$ cat config.mk
export PLATFORM = sky130hd
export DESIGN_NAME = sdrc_req_split
export DESIGN_NICKNAME = d
export VERILOG_FILES = /design/src/rtl/sdrc_req_pkg.sv /design/src/rtl/sdrc_addr_decode.sv /design/src/rtl/sdrc_req_split.sv
export SDC_FILE = /design/constraint.sdc
export NUM_CORES = 1
export LEC_CHECK = 0
export CAP_MARGIN = 40
export CORE_MARGIN = 2
export CORE_UTILIZATION = 30
export DETAILED_ROUTE_END_ITERATION = 10
export PLACE_DENSITY = 0.59
export RECOVER_POWER = 50
export SYNTH_ARGS = -nofsm -noshare
export SYNTH_HDL_FRONTEND = slang
export SYNTH_SLANG_ARGS = --single-unit
$ cat constraint.sdc
create_clock -name sdram_clk -period 9.8 [get_ports sdram_clk]
set_input_delay 2.94 -clock sdram_clk [delete_from_list [all_inputs] [get_ports sdram_clk]]
set_output_delay 2.94 -clock sdram_clk [all_outputs]
set_load 0.02 [all_outputs]
$ cat src/rtl/sdrc_req_pkg.sv
// sdrc_req_pkg: shared types and field widths for the SDRAM request splitter
package sdrc_req_pkg;
  localparam int ROW_W  = 12;
  localparam int BANK_W = 2;
  localparam int COL_W  = 12;
  localparam int LEN_W  = 9;
  typedef enum logic [1:0] {CB_8, CB_9, CB_10, CB_11} colbits_t;
  typedef enum logic {IDLE, ISSUE} state_t;
endpackage

$ cat src/rtl/sdrc_addr_decode.sv
// sdrc_addr_decode: splits a word address into row/bank/col and words left in the page
module sdrc_addr_decode
  import sdrc_req_pkg::*;
#(
  parameter int APP_AW = 26
) (
  input  colbits_t           colbits,
  input  logic [APP_AW-1:0]  addr,
  output logic [ROW_W-1:0]   row,
  output logic [BANK_W-1:0]  bank,
  output logic [COL_W-1:0]   col,
  output logic [COL_W-1:0]   page_rem
);
  logic [3:0] c;
  logic [COL_W:0] psize;
  assign c = 4'd8 + {2'b00, colbits};
  assign psize = (COL_W+1)'(1) << c;
  assign col = COL_W'(addr) & (psize[COL_W-1:0] - COL_W'(1));
  assign {row, bank} = (ROW_W+BANK_W)'(addr >> c);
  assign page_rem = COL_W'(psize - {1'b0, col});
endmodule

$ cat src/rtl/sdrc_req_split.sv
// sdrc_req_split: breaks application requests into page-bounded SDRAM sub-requests
module sdrc_req_split
  import sdrc_req_pkg::*;
#(
  parameter int APP_AW = 26,
  parameter int RQ_LW  = 8
) (
  input  logic               sdram_clk,
  input  logic               sdram_rst,
  input  logic [1:0]         cfg_colbits,
  input  logic               in_valid,
  output logic               in_ready,
  input  logic [APP_AW-1:0]  in_addr,
  input  logic [RQ_LW-1:0]   in_len,
  input  logic               in_wr,
  output logic               out_valid,
  input  logic               out_ready,
  output logic [ROW_W-1:0]   out_row,
  output logic [BANK_W-1:0]  out_bank,
  output logic [COL_W-1:0]   out_col,
  output logic [LEN_W-1:0]   out_len,
  output logic               out_wr,
  output logic               out_last
);
  state_t state;
  colbits_t cb_q, dec_cb;
  logic idle;
  logic [APP_AW-1:0] addr_q, dec_addr;
  logic [LEN_W-1:0] rem_q, dec_rem, len_in, sub_len;
  logic [ROW_W-1:0] d_row;
  logic [BANK_W-1:0] d_bank;
  logic [COL_W-1:0] d_col, d_pr;
  assign idle = state == IDLE;
  assign in_ready = idle && !sdram_rst;
  assign len_in = (in_len == '0) ? LEN_W'(1) << RQ_LW : LEN_W'(in_len);
  // one decoder serves both the incoming request and the next sub-request address
  assign dec_cb = idle ? colbits_t'(cfg_colbits) : cb_q;
  assign dec_addr = idle ? in_addr : addr_q + APP_AW'(out_len);
  assign dec_rem = idle ? len_in : rem_q - out_len;
  assign sub_len = (COL_W'(dec_rem) < d_pr) ? dec_rem : LEN_W'(d_pr);
  sdrc_addr_decode #(.APP_AW(APP_AW)) u_dec (
    .colbits(dec_cb), .addr(dec_addr),
    .row(d_row), .bank(d_bank), .col(d_col), .page_rem(d_pr)
  );
  always_ff @(posedge sdram_clk) begin
    if (sdram_rst) begin
      state <= IDLE;
      cb_q <= CB_8;
      addr_q <= '0;
      rem_q <= '0;
      out_valid <= 1'b0;
      out_row <= '0;
      out_bank <= '0;
      out_col <= '0;
      out_len <= '0;
      out_wr <= 1'b0;
      out_last <= 1'b0;
    end else if (idle ? in_valid : out_ready) begin
      if (!idle && out_last) begin
        state <= IDLE;
        out_valid <= 1'b0;
      end else begin
        state <= ISSUE;
        out_valid <= 1'b1;
        cb_q <= dec_cb;
        addr_q <= dec_addr;
        rem_q <= dec_rem;
        out_row <= d_row;
        out_bank <= d_bank;
        out_col <= d_col;
        out_len <= sub_len;
        out_wr <= idle ? in_wr : out_wr;
        out_last <= sub_len == dec_rem;
      end
    end
  end
endmodule

==> flow_metrics.env <==
export IMPL_antenna_found_initial=0
export IMPL_cts_resized=0
export IMPL_wl_per_cell_um=16.0
export IMPL_crit_fanout=71
export IMPL_setup_tns_final_ns=0
export IMPL_cp_cell_sequence="buf_2, buf_4, nor2_1, clkdlybuf4s50_1"
export IMPL_nets=745
export IMPL_clock_latency_ns=0.35
export IMPL_drive_above_1_share_pct=8.81
export IMPL_drc=0
export IMPL_leakagePower_nw=2.35
export IMPL_cts_tree="built"
export IMPL_vias=4612
export IMPL_multiInputGateArea_um2=3340
export IMPL_grt_pass1_vias=4532
export IMPL_avgViaCountPerCell=5.12
export IMPL_p_seq_share_pct=27.4
export IMPL_dp_worst_setup_slack_ns=2.51
export IMPL_clkSinkCount=66
export IMPL_syn_avg_cell_area_um2=8.02
export IMPL_fp_coreArea_um2=16400
export IMPL_grt_max_degree=72
export IMPL_p_sw_mw=0.518
export IMPL_stdcell_count=901
export IMPL_timing_fmax_mhz=138
export IMPL_place_port_buffers=78
export IMPL_setup_violations_final=0
export IMPL_synth_area_top_cells="dfxtp_1 (27%), ha_1 (6.5%), a21oi_1 (5.3%), nor2_1 (5.2%), a211oi_1 (4.5%)"
export IMPL_cts_buffer_depth=2
export IMPL_combPwrFrac_pct=46.8
export IMPL_clock_skew_ns=0.0104
export IMPL_synthCells=621
export IMPL_wl_um=14400
export IMPL_first_pass_iters=4
export IMPL_worstSetupStartpointType="input port"
export IMPL_synth_area_um2=4980
export IMPL_diodes=0
export IMPL_synth_ff_type="dfxtp_1"
export IMPL_drtIter0Drc=227
export IMPL_overflow=0
export IMPL_clkTransAtPathRegs_ns=0.06
export IMPL_met2_usage_pct=27.0
export IMPL_hold_viol=0
export IMPL_cpLargestDelayFamily="buffers and inverters"
export IMPL_pwr_share_clk_pct=25.8
export IMPL_syn_to_final_growth_pct=23.2
export IMPL_yosys_warnings=0
export IMPL_cap_violations=1
export IMPL_ys_seq_area_share_pct=26.5
export IMPL_fillCellCount=1712
export IMPL_critPathArrivalTime_ns=4.32
export IMPL_slew_violations=59
export IMPL_yosysTopAreaCellShare_pct=26.5
export IMPL_p_per_area_nw_per_um2=208
export IMPL_synth_top_cell_by_area="dfxtp_1"
export IMPL_synth_cell_types=73
export IMPL_max_slew_margin_pct=-83.6
export IMPL_worst_path_buf_inv=3
export IMPL_synth_most_common_cell="nor2_1"
export IMPL_critical_path_required_ns=6.86
export IMPL_dpl_hpwl_um=10400
export IMPL_ff2ff_setup_slack_ns=5.55
export IMPL_async_flop_share_pct=0
export IMPL_min_path_type="reg2reg"
export IMPL_fp_dieW_um=133
export IMPL_cpPeakStageDelay_ns=0.58
export IMPL_dpl_cell_count=885
export IMPL_worst_setup_path_end_kind="output port"
export IMPL_gp_congestion=0.830
export IMPL_fp_dieArea_um2=17600
export IMPL_grt_pass1_wl_um=23500
export IMPL_ys_seq_elements=66
export IMPL_gr_max_usage_layer="met2"
export IMPL_slowest_stage="buf_4"
export IMPL_period_needed_ns=7.26
export IMPL_num_rows=47
export IMPL_die_y_um=133
export IMPL_synth_common_cells="nor2_1 (69), dfxtp_1 (66), a21oi_1 (53)"
export IMPL_peakVddDrop_uv=125
export IMPL_rsz0062_at_grt="no"
export IMPL_switching_share_pct=40.6
export IMPL_ios=80
export IMPL_grt_total_usage_pct=16.7
export IMPL_ctsHoldBuffers=0
export IMPL_tightest_slew_ns=2.75
export IMPL_worst_setup_path_type="in2out"
export IMPL_fin_crit_sh_pct=74.1
export IMPL_outcome="finished, violations left"
export IMPL_grt_use_met3_pct=3.83
export IMPL_violations="max-capacitance violations, max-slew violations"
export IMPL_fin_ws_ns=2.54
export IMPL_syn_nets=690
export IMPL_post_cts_buffers=0
export IMPL_grtUsageMet1_pct=22.1
export IMPL_cts_root_buf="clkbuf_16"
export IMPL_start_util_pct=30.4
export IMPL_synth_edff_count=0
export IMPL_ant_nets=0
export IMPL_power_internal_mw=0.759
export IMPL_ff_latch_area_um2=1320
export IMPL_htreeDepth=3
export IMPL_cts_buffers=9
==> logic make-up after synthesis <==
kind of cell | after synthesis | share of synthesized area, %
compound gates | 167 | 22.8
buf+inv | 62 | 6.43
xor+xnor | 37 | 6.66
mux | 31 | 6.73
flops | 66 | 26.5
simple gates | 230 | 23.5
fa+ha+maj | 28 | 7.34
==> cell usage in the layout, fill, tap and decap left out, types with 3 or more instances in the layout <==
cell	synthesis	layout
a211o_1	3	3
a211oi_1	30	30
a21o_1	5	5
a21oi_1	53	53
a221o_1	4	4
a221oi_1	3	3
a31oi_1	7	7
and2_1	5	4
and3_1	6	6
buf_4	10	7
clkbuf_16	0	9
clkdlybuf4s50_1	0	39
clkinv_2	0	3
dfxtp_1	66	65
dlygate4sd3_1	0	38
ha_1	26	26
inv_1	20	20
mux2_2	13	13
mux2i_1	16	16
nand2_1	52	52
nand2b_1	5	5
nand3_1	15	15
nand3b_1	9	9
nand4_1	7	7
nor2_1	69	69
nor2b_1	4	4
nor3_1	21	21
nor3b_1	5	5
nor4_1	5	5
o211ai_1	7	7
o21a_1	3	3
o21ai_0	19	19
o21ai_1	8	8
o21bai_1	3	3
o311ai_1	6	6
or3_1	7	7
xnor2_1	20	20
xor2_1	16	16
==> power groups by stage <==
stage / sequential (mW) / combinational, mW / clock (mW)
6_report: 0.350 / 0.597 / 0.329
5_1_grt: 0.356 / 0.664 / 0.348
2_1_floorplan: 0.369 / 0.428 / 0
3_5_place_dp: 0.357 / 0.603 / 0
4_1_cts: 0.352 / 0.608 / 0.335
3_3_place_gp: 0.358 / 0.600 / 0
==> worst register-to-register path: stages, from the launching register on <==
cell,delay (ns)
dfxtp_2,0.32
buf_4,0.37
inv_1,0.46
a221o_1,0.47
a311oi_4,0.40
nand4_2,0.21
nor2_1,0.15
xor2_1,0.28
ha_1,0.32
a21o_1,0.19
a21oi_1,0.24
o211ai_4,0.16
and2_2,0.24
o21ai_0,0.19
a21oi_1,0.09
==> final timing paths <==
kind | cells past startpoint | startpoint | to
setup / recovery | 4 | sdram_rst | in_ready
hold / removal | 2 | out_col[10] | out_col[10]
setup reg to reg | 14 | state | out_len[8]
hold reg to reg | 2 | out_col[10] | out_col[10]
==> flip-flops by register name (all words and copies together), names as in the netlist <==
name,count
out_row,12
addr_q,17
state,1
out_wr,1
out_bank,2
out_col,12
cb_q,2
out_last,1
rem_q,9
out_len,9
==> per-stage QoR <==
step	utilization (%)	area [um2]	power [mW]	hold WS, ns
5_1_grt	37.4	6140	1.37	0.493
2_1_floorplan	-	4980	0.797	0.436
6_report	37.4	6140	1.28	0.451
3_3_place_gp	35.7	5850	0.959	0.446
4_1_cts	37.5	6140	1.29	0.458
3_5_place_dp	35.7	5850	0.960	0.449
==> area by class of cell <==
type / instances / share of cell area (%)
well taps: 220 / 4.49
flip-flops and latches: 66 / 21.5
clock inverters: 7 / 1.12
multi-input cells: 493 / 54.4
repair buffers: 86 / 13.6
inverters: 20 / 1.22
clock buffers: 9 / 3.67
==> layer usage <==
| layer | wire [um] | part of all wire (%) | vias to the layer above |
|---|---|---|---|
| met3 | 691 | 4.8 | 16 |
| met4 | 212 | 1.5 | 0 |
| li1 | - | - | 2368 |
| met1 | 6980 | 48 | 2116 |
| met2 | 6530 | 45 | 112 |
| met5 | 0 | 0 | - |
(Power assumes the default switching activity.)
